--- config.mk ---
export PLATFORM = sky130hd
export DESIGN_NAME = dmem_responder
export DESIGN_NICKNAME = d
export VERILOG_FILES = /design/src/rtl/dmem_responder.sv
export SDC_FILE = /design/constraint.sdc
export NUM_CORES = 1
export LEC_CHECK = 0
export CAP_MARGIN = 20
export CORE_ASPECT_RATIO = 2
export CORE_UTILIZATION = 55
export CTS_CLUSTER_SIZE = 14
export DETAILED_ROUTE_END_ITERATION = 12
export PLACE_DENSITY_LB_ADDON = 0.2
export SETUP_SLACK_MARGIN = 0.4
export SLEW_MARGIN = 10
export SYNTH_ARGS = -nofsm -noshare
export SYNTH_HDL_FRONTEND = slang
export SYNTH_SLANG_ARGS = --single-unit
--- constraint.sdc ---
create_clock -name clk_i -period 5.2 [get_ports clk_i]
set_clock_uncertainty 0.15 [all_clocks]
set_input_delay 0.78 -clock clk_i [delete_from_list [all_inputs] [get_ports clk_i]]
set_output_delay 0.78 -clock clk_i [all_outputs]
set_load 0.05 [all_outputs]
--- src/rtl/dmem_responder.sv ---
// dmem_responder
//   Fixed-latency data-memory responder for a CPU memory stage. A request is
//   accepted in IDLE, held for LATENCY edges, and completed with a one-cycle
//   ack_o pulse. Address or alignment errors complete with err_o instead of
//   touching storage.
//
// Ports
//   clk_i     single clock, rising edge
//   rst_i     synchronous active-high reset (storage contents are kept)
//   req_i     request valid from the memory stage
//   we_i      1 = store, 0 = load
//   addr_i    byte address
//   wdata_i   store data
//   rdata_o   load data (registered, 0 on error, held otherwise)
//   ack_o     one-cycle completion pulse (registered)
//   err_o     completion error flag, only meaningful with ack_o
//   stall_o   pipeline freeze: req_i & ~ack_o
//
// state | meaning
// IDLE  | waiting for req_i; the operand is latched on the accepting edge
// BUSY  | counting down the remaining latency
// RESP  | ack_o high for this single cycle
module dmem_responder #(
    parameter int LATENCY = 3,
    parameter int ADDR_W  = 5
) (
    input  logic        clk_i,
    input  logic        rst_i,
    input  logic        req_i,
    input  logic        we_i,
    input  logic [31:0] addr_i,
    input  logic [31:0] wdata_i,
    output logic [31:0] rdata_o,
    output logic        ack_o,
    output logic        err_o,
    output logic        stall_o
);

    typedef enum logic [1:0] {
        IDLE = 2'd0,
        BUSY = 2'd1,
        RESP = 2'd2
    } state_t;

    localparam int         DEPTH    = 1 << ADDR_W;
    localparam logic [3:0] CNT_LOAD = (LATENCY > 1) ? 4'(LATENCY - 2) : 4'd0;

    state_t      state_q;
    logic [3:0]  cnt_q;
    logic        we_q;
    logic [31:0] addr_q;
    logic [31:0] wdata_q;
    logic [31:0] rdata_q;
    logic        ack_q;
    logic        err_q;
    logic [31:0] mem_q [DEPTH];

    // Operand used on the edge that enters RESP. With LATENCY=1 that edge is
    // the accepting edge itself, so the live inputs are used; otherwise the
    // latched copy is used and req_i may already have dropped.
    logic              cur_we;
    logic [31:0]       cur_addr;
    logic [31:0]       cur_wdata;
    logic [ADDR_W-1:0] cur_idx;
    logic              cur_err;
    logic              enter_resp;

    always_comb begin
        cur_we    = we_q;
        cur_addr  = addr_q;
        cur_wdata = wdata_q;
        if (state_q == IDLE) begin
            cur_we    = we_i;
            cur_addr  = addr_i;
            cur_wdata = wdata_i;
        end
        cur_idx    = cur_addr[ADDR_W+1:2];
        cur_err    = (cur_addr[1:0] != 2'b00) || ((cur_addr >> (ADDR_W + 2)) != 32'd0);
        enter_resp = ((state_q == IDLE) && req_i && (LATENCY == 1))
                  || ((state_q == BUSY) && (cnt_q == 4'd0));
    end

    always_ff @(posedge clk_i) begin
        if (rst_i) begin
            state_q <= IDLE;
            cnt_q   <= 4'd0;
            we_q    <= 1'b0;
            addr_q  <= 32'd0;
            wdata_q <= 32'd0;
            rdata_q <= 32'd0;
            ack_q   <= 1'b0;
            err_q   <= 1'b0;
        end else begin
            ack_q <= 1'b0;
            err_q <= 1'b0;
            case (state_q)
                IDLE: begin
                    if (req_i) begin
                        we_q    <= we_i;
                        addr_q  <= addr_i;
                        wdata_q <= wdata_i;
                        if (LATENCY == 1) begin
                            state_q <= RESP;
                        end else begin
                            state_q <= BUSY;
                            cnt_q   <= CNT_LOAD;
                        end
                    end
                end
                BUSY: begin
                    if (cnt_q == 4'd0) begin
                        state_q <= RESP;
                    end else begin
                        cnt_q <= cnt_q - 4'd1;
                    end
                end
                RESP:    state_q <= IDLE;
                default: state_q <= IDLE;
            endcase

            if (enter_resp) begin
                ack_q <= 1'b1;
                err_q <= cur_err;
                if (cur_err) begin
                    rdata_q <= 32'd0;
                end else if (!cur_we) begin
                    rdata_q <= mem_q[cur_idx];
                end
            end
        end
    end

    // Storage has no reset; a reset on the completing edge cancels the write.
    always_ff @(posedge clk_i) begin
        if (!rst_i && enter_resp && cur_we && !cur_err) begin
            mem_q[cur_idx] <= cur_wdata;
        end
    end

    assign rdata_o = rdata_q;
    assign ack_o   = ack_q;
    assign err_o   = err_q;
    assign stall_o = req_i & ~ack_q;

endmodule
# Yosys cells after proc, flatten, opt, wreduce, memory -nomap -nowiden
# Memory sizes are Yosys's and may differ from the RTL's.
# Index checks and enable logic that the tools add are counted.
dict set report word_totals {
  regBits 105
  ramBits 1024
  in_bits 68
  memories 1
}
dict set report op_classes {
  add_sub_neg 1
  n_eq_ne 5
  n_mux 14
  bitwise 3
  n_reduce_logical 17
}
# name words width rd rd_ports_with_merged_regs write_ports line
set memory_table {}
lappend memory_table {mem_q 32 32 1 0 1 56} ;# logic [31:0] mem_q [DEPTH];
# op count
set op_table {}
lappend op_table {{2-to-1 mux 32 bit} 4}
lappend op_table {{nonzero test 32 bit} 1}
lappend op_table {{2-to-1 mux 4 bit} 2}
lappend op_table {{case mux 4 bit (2 select lines)} 1}
lappend op_table {{AND reduction 2 bit} 3}
lappend op_table {{logical AND 1 bit} 4}
lappend op_table {{zero test 4 bit} 1}
lappend op_table {{2-to-1 mux 1 bit} 4}
lappend op_table {{2-to-1 mux 2 bit} 2}
lappend op_table {{!= test 2 x 1 -> 1 bit, second input constant} 2}
lappend op_table {{!= test 2 bit, second input constant} 2}
lappend op_table {{case mux 2 bit (2 select lines)} 1}
lappend op_table {{nonzero test 2 bit} 2}
lappend op_table {{subtractor 4 x 1 -> 4 bit, second input constant} 1}
lappend op_table {{AND reduction 3 bit} 1}
lappend op_table {{== test 2 x 1 -> 1 bit, second input constant} 1}
lappend op_table {{zero test 1 bit} 2}
lappend op_table {{zero test 2 bit} 1}
lappend op_table {{NOT 1 bit} 2}
lappend op_table {{OR reduction 2 bit} 1}
lappend op_table {{AND 1 bit} 1}
lappend op_table {{logical OR 1 bit} 1}

# Depth between registers and ports, before layout
dict set report depth {
  depth_word 8
  depth_mapped 11
  mapped_depth_nobuf 9
}

# Worst setup path before layout
# OpenSTA, ideal clock, no wires.
dict set report synth_timing {
  path_type {in2reg}
  startpoint {input addr_i[1]}
  endpoint {memory mem_q[13][0], enable pin}
  arrival_time_ns 4.963
  required_time_ns 4.548
  setup_slack_ns -0.414
  stages 6
  path_buffers 0
  path_cell_list {nor4_1 -> nand4_1 -> a22oi_2 -> and2_1 -> nand4_2 -> nor4_1}
}
dict set report synth_via {
  elab_chain_len 7
}
# item line
set synth_rtl {}
lappend synth_rtl {{from (decl)} 31} ;# input logic [31:0] addr_i,
lappend synth_rtl {{2-to-1 mux 32 bit} 72} ;# if (state_q == IDLE) begin
lappend synth_rtl {{nonzero test 2 bit} 78} ;# cur_err = (cur_addr[1:0] != 2'b00) || ((cur_addr >> (ADDR_W + 2)) != 32'd0);
lappend synth_rtl {{logical OR 1 bit} 78}
lappend synth_rtl {{zero test 1 bit} 135} ;# if (!rst_i && enter_resp && cur_we && !cur_err) begin
lappend synth_rtl {{logical AND 1 bit} 135}
lappend synth_rtl {{2-to-1 mux 1 bit} 135}
lappend synth_rtl {{2-to-1 mux 1 bit (not written as such)} 136} ;# mem_q[cur_idx] <= cur_wdata;
lappend synth_rtl {{to (decl)} 56}
# No other way between the ends.

# Worst setup path in the final report
dict set report layout_timing {
  startpoint {register state_q[1]}
  endpoint {memory mem_q[20][15], enable pin}
}
dict set report layout_via {
  elab_chain_len 8
}
# item line
set layout_rtl {}
lappend layout_rtl {{from (decl)} 48} ;# state_t state_q;
lappend layout_rtl {{from (signal assigned)} 85} ;# state_q <= IDLE;
lappend layout_rtl {{from (signal assigned)} 103} ;# state_q <= RESP;
lappend layout_rtl {{from (signal assigned)} 105} ;# state_q <= BUSY;
lappend layout_rtl {{zero test 2 bit} 72}
lappend layout_rtl {{2-to-1 mux 32 bit} 72}
lappend layout_rtl {{nonzero test 32 bit or nonzero test 2 bit (tied branches)} 78}
lappend layout_rtl {{logical OR 1 bit} 78}
lappend layout_rtl {{zero test 1 bit} 135}
lappend layout_rtl {{logical AND 1 bit} 135}
lappend layout_rtl {{2-to-1 mux 1 bit} 135}
lappend layout_rtl {{2-to-1 mux 1 bit (not written as such)} 136}
# Parallel ways exist; a longest one is shown, timed or not.

==> results by group <==
Worst hold path
  – Hold Path Stages: 2
  – Min-delay worst type: in2reg

Final layout
  – Share of layout cells above drive strength 1: 0.0983
  – Synth-to-Final Area Change: 13.7%
  – Layout Nets: 3,464
  – Filler cells: 5,859
  – Final core utilization: 0.632

Timing
  – Final Setup Violations: 0
  – Final worst slack: approximately 1.1 ns
  – Final Cycle Share: 0.792
  – Min Tclk post-route: between 4 and 5 ns
  – Measured slew at the worst slew-check pin: 1.13 ns
  – Worst rel slew slack: 0.248
  – Final Hold Viols: 0
  – RSZ-0062 raised after global routing: no
  – Max-slew violations: 0
  – Fin Setup TNS: 0 ns
  – F_max: around 240 MHz

Clocking
  – Clock root buffer master: clkbuf_16
  – Hold buffers post-CTS: 0
  – # resized after CTS: 0
  – Clock Tree Buf Depth: 3
  – Clock slew at reported path FFs: approximately 0.06 ns
  – Total CTS buffers: 94
  – # Post-CTS Setup Buffers: 0
  – Worst-skew pair later-pin latency: 0.67 ns
  – TritonCTS clock tree: done
  – H-tree depth: 3
  – Clock sink count: between 1,000 and 1,500

Synth
  – Synth Flop Type: edfxtp_1
  – Cell taking the most area after synthesis: edfxtp_1
  – Synth warnings: 0
  – Synth top area cells: edfxtp_1 70%, nand2_1 7.3%, dfxtp_1 4.8%, mux2i_1 3.3%, a32oi_1 2.5%
  – Top cell type's share of synthesized area: 0.699
  – Sequential element share of the synthesized area: 0.746
  – Count leader, synth: edfxtp_1
  – EDFF count, synth: between 1,000 and 1,500
  – #FFs+latches synth: about 1,100
  – Synthesized net count: about 3,300
  – Unique cell type count in the Yosys netlist: 59
  – Avg Cell Area, Syn: roughly 14 um2
  – Mapped Cells: about 3,200
  – Post-synth top cells: 1,024 x edfxtp_1, 851 x nand2_1, 169 x nor2_1
  – Post-Syn Area: between 40,000 and 50,000 um2
  – Async SR Flop Fraction: 0

Placement
  – Post-DP HPWL: 84,800 um
  – PortBufs: 102
  – Pre-CTS setup slack: 0.913 ns
  – GP Congestion: 0.943

Pwr
  – Clock power share: 0.356
  – Sequential power share: 0.537
  – Sw frac: 0.246
  – LEAKAGE: ~17 nW
  – Sw Pwr: approximately 4.6 mW
  – Pint: between 10 and 15 mW
  – Pwr Total: between 15 and 20 mW
  – Peak VDD IR: between 0.0002 and 0.0003 V
  – Comb pwr share: 0.106
  – PD cells: approximately 380 nW/um2

Setup path
  – Critical Path Max Stage Delay: ~0.74 ns
  – CP required: about 5.4 ns
  – Crit path buffers/inverters: 3
  – CP top delay family: buffers and inverters
  – Startpoint types: flip-flop
  – Critical Path End: mem_q[20][15]
  – CP endpoint kind: flip-flop
  – Critical path depth: 7
  – Critical path, cell by cell: nor2_4 -> buf_4 -> mux2i_1 -> buf_4 -> nand2b_1 -> nor2_4 -> buf_4
  – Crit Path Max Fanout: 32
  – Slowest-stage cell, CP: mux2i_1
  – Crit Reg-Reg Startpoint: state_q[1]
  – Reg2reg setup slack: roughly 1.1 ns
  – Setup CP Type: reg2reg
  – Most common cell on crit path: buf_4
  – R2R cell count: 7
  – Worst setup startpoint: state_q[1]
  – FF-to-FF End: mem_q[20][15]
  – Critical path arrival: around 4.3 ns

Floorplan
  – FP Rows: 146
  – IO Count: between 100 and 150
  – DIE WIDTH: approximately 200 um
  – Initial Utilization: 0.555
  – Die Height: a little over 400 um
  – Core area: 79,300 um2
  – Die area: 81,200 um2

Global routing
  – Number of global-route vias before repair: ~29,000
  – Pin count of the biggest net entering global routing: between 80 and 90
  – Total track usage: 0.334
  – First-pass GRT wire length: between 150,000 and 200,000 um
  – Initial antenna violation count: 2
  – Remaining global-route overflow: 0

Drt
  – Post-route ant nets: 0
  – WL/cell: around 30 um
  – DRT Pass-1 Iters: 6
  – DRT Wirelength: 134,000 um
  – Post-route DRC: 0
  – Routed vias: just under 30,000
  – 1st-iter DRT viols: between 3,000 and 4,000
  – Avg Vias per Cell: between 6 and 7

Run
  – Max cap viols: 0

Status
  – Status: finished clean
==> logic make-up (layout without fill, tap and decap cells) <==
kind of cell / count (synthesis) / in the layout / share of synthesized area
and+or+nand+nor: 1323 / 1323 / 0.126
DFF: 1129 / 1129 / 0.746
AOI/OAI and AO/OA: 426 / 426 / 0.0678
buffers and inverters: 210 / 432 / 0.0220
muxes: 155 / 155 / 0.0368
adders and majority gates: 2 / 2 / 0.000568
xor gates and xnor gates: 2 / 2 / 0.000398
other: 0 / 2 / 0
==> state kept, by name (all words and copies together) (netlist names) <==
name     count
err_o        1
rdata_o     32
we_q         1
wdata_q     32
mem_q     1024
state_q      2
addr_q      32
ack_o        1
cnt_q        4
==> cell type report <==
class                           count  area, um2  share of cell area
Antenna cell                        2       5.00            0.000100
Clock buffer                      162       2740              0.0547
Clock inverter                      9       73.8             0.00147
Inverter                            8       30.0            0.000600
Multi-Input combinational cell   1908      10600               0.212
Sequential cell                  1129      32900               0.656
Tap cell                         1036       1300              0.0259
Timing Repair Buffer              253       2470              0.0494
==> power groups by stage <==
stage / sequential [mW] / combinational (mW) / clock (mW)
2_1_floorplan: 10.3 / 1.11 / 0
3_3_place_gp: 10.3 / 1.89 / 0
3_5_place_dp: 10.3 / 1.94 / 0
4_1_cts: 10.1 / 1.94 / 6.78
5_1_grt: 10.1 / 2.10 / 7.10
6_report: 10.1 / 2.01 / 6.73
==> metal layers <==
metal	wire length, um	global-route usage
met5	0	0
met4	10700	0.239
met3	11000	0.0581
met2	69300	0.584
met1	43300	0.364
==> through the flow <==
step / instance area (um2) / cells / hold WS (ns)
3_5_place_dp: 47100 / 4325 / 0.297
3_3_place_gp: 47100 / 4324 / 0.288
2_1_floorplan: 44000 / 3247 / 0.283
5_1_grt: 50100 / 4505 / 0.215
6_report: 50100 / 4507 / 0.225
4_1_cts: 49900 / 4496 / 0.186
==> how the worst min path moves through the flow <==
| stage | slack, ns | startpoint | to |
|---|---|---|---|
| final | 0.22 | rst_i | state_q[1] |
| after global routing | 0.22 | rst_i | state_q[1] |
| after CTS | 0.19 | rst_i | state_q[1] |
| after detailed placement | 0.30 | wdata_q[27] | wdata_q[27] |
| after global placement | 0.29 | addr_q[2] | addr_q[2] |
| after floorplan | 0.28 | addr_q[2] | addr_q[2] |
==> cell usage in the layout, fill, tap and decap left out, drive strengths merged, types with 100 or more instances in the layout <==
| cell | netlist | routed |
|---|---|---|
| nor2 | 169 | 169 |
| a32oi | 124 | 124 |
| a21oi | 100 | 100 |
| edfxtp | 1024 | 1024 |
| buf | 118 | 152 |
| clkdlybuf4s50 | 0 | 101 |
| clkbuf | 84 | 162 |
| mux2i | 146 | 146 |
| dfxtp | 105 | 105 |
| nand3 | 165 | 165 |
| nand2 | 851 | 851 |
No activity file was read; power rests on OpenSTA's default activity.
==> patch (config.mk and constraints unchanged) <==
Re-encode `state_t` (3 states) as one-hot, 3 bits wide.
--- a/src/rtl/dmem_responder.sv
+++ b/src/rtl/dmem_responder.sv
@@ -37,8 +37,8 @@
 );
 
-    typedef enum logic [1:0] {
-        IDLE = 2'd0,
-        BUSY = 2'd1,
-        RESP = 2'd2
+    typedef enum logic [2:0] {
+        IDLE = 3'b001,
+        BUSY = 3'b010,
+        RESP = 3'b100
     } state_t;
 
Check against the original RTL: same outputs for any inputs over 4 cycles, from zero or initial values and one cycle with rst_i high; so few cycles prove little.
==> patch against the unedited design <==
Area after synthesis up 0.11%. Design area up 0.24%. Via count down 5.4%. Power up 0.70%. Worst setup slack worse by 140 ps. Routed wire length down 2.3%. Sequential cell count up 1. Largest power group unchanged.
==> patch: results (changes against the unedited design) <==
grt_pass1_wl_um: 185700  # -3.6%
cp.arrival_ps: 4690  # +420 ps
routed_wl_um: 131200  # -2.3%
routed.top_layer: "met4"
dp_hpwl_um: 82310  # -2.9%
post_cts_buffers: 0  # unchanged
worst_slew_margin_rel_pct: 21.47  # -3.3 points
yosysWarnings: 0  # unchanged
seq_area_frac_synth_pct: 74.59  # about the same
path_max_fanout: 55  # +72%
synth_nets: 3013  # -9.2%
drtIter0Drc: 3006  # -6.0%
clockBufferDepth: 3  # unchanged
met3WireLength_um: 10660  # -2.6%
largest_reg_flops: 1024  # unchanged
drive_above_1_share_pct: 10.94  # +1.1 points
place.gp.congestion: 0.8842  # -6.2%
internal_power_uw: 14440  # +1.3%
fin_nets: 3196  # -7.7%
powerSeq_uw: 10200
yosys-top-cells-count: "edfxtp_1, nand2_1, mux2i_1"
synth_ff_type: "edfxtp_1"
p_seq_share_pct: 53.5  # -0.2 points
cts_made_buffers: 95  # +1.1%
synth_cell_types: 51  # -14%
grt.total_usage_pct: 32.38  # -1.0 points
wl_per_cell_um: 30.97  # +4.0%
htreeDepth: 3  # unchanged
dp.cells: 4054  # -6.3%
cpPeakStageDelay_ps: 760  # +20 ps
synthArstFlopShare_pct: 0  # unchanged
comb_power_uw: 2050  # +2%
top_register: "mem_q"
via_per_inst: 6.433  # +0.66%
ir_drop_mv: 0.2609  # -4.5%
pre_cts_ws_ps: 671.9  # -240.7 ps
antenna_found_initial: 1  # -1
wl_met1_um: 44140  # +2.0%
p_leak_uw: 0.01691  # +0.85%
crit_slowest_cell: "buf_4"
grt_max_degree: 84  # -2.3%
antenna_cells: 0  # -2
synth.area.top_cells: "edfxtp_1, mux2i_1, nand2_1"
dpl-instance-area_mm2: 0.04715  # +0.10%
syn_avg_cell_area_um2: 14.97  # +10%
clkTransAtPathRegs_ps: 70
status: "finished clean"
grt_pass1_vias: 27220  # -5.8%
wl_met2_um: 66910  # -3.5%
## patch: kinds of logic after synthesis
| family | count (synthesis) | share of synthesized area, % |
|---|---|---|
| adder cells (fa/ha/maj) | 2 | 0.05678 |
| XOR/XNOR | 2 | 0.03976 |
| AND/OR/NAND/NOR | 879 | 8.620 |
| multiplexers | 379 | 8.688 |
| AO/OA/AOI/OAI | 320 | 5.562 |
| flip-flops | 1130 | 74.59 |
| buffers and inverters | 231 | 2.439 |
## patch: layer usage
metal / track usage (%) / up-vias
li1: - / 11570
met1: 37.32 / 13740
met2: 55.86 / 1546
met3: 5.207 / 396
met4: 20.87 / 0
met5: 0 / -
## patch: worst register-to-register path: stages (launching register included)
cell,delay [ps]
dfxtp_1,470
or3b_4,650
buf_4,520
a21o_4,510
buf_4,770
mux2i_1,380
a32oi_1,330
nand4_1,150
o31ai_1,240
## patch: cell type report
| type | count | area (um^2) |
|---|---|---|
| Sequential cell | 1130 | 32870 |
| Fill cell | 5734 | 29090 |
| Multi-Input combinational cell | 1582 | 10380 |
| Clock buffer | 155 | 2729 |
| Timing Repair Buffer | 271 | 2604 |
| Tap cell | 1036 | 1296 |
| Inverter | 46 | 172.7 |
| Clock inverter | 16 | 143.9 |
## patch: worst paths after layout
| check | start | end | slack [ps] | depth (start not counted) |
|---|---|---|---|---|
| setup / recovery | state_q[2]$_SDFFE_PP0P_ | rdata_o[30]$_SDFFE_PP0P_ | 940 | 8 |
| setup reg to reg | state_q[2]$_SDFFE_PP0P_ | rdata_o[30]$_SDFFE_PP0P_ | 940 | 8 |
| hold / removal | rst_i | state_q[2]$_SDFFE_PP0P_ | 200 | 2 |
| hold reg to reg | addr_q[18]$_SDFFE_PP0P_ | addr_q[18]$_SDFFE_PP0P_ | 300 | 2 |
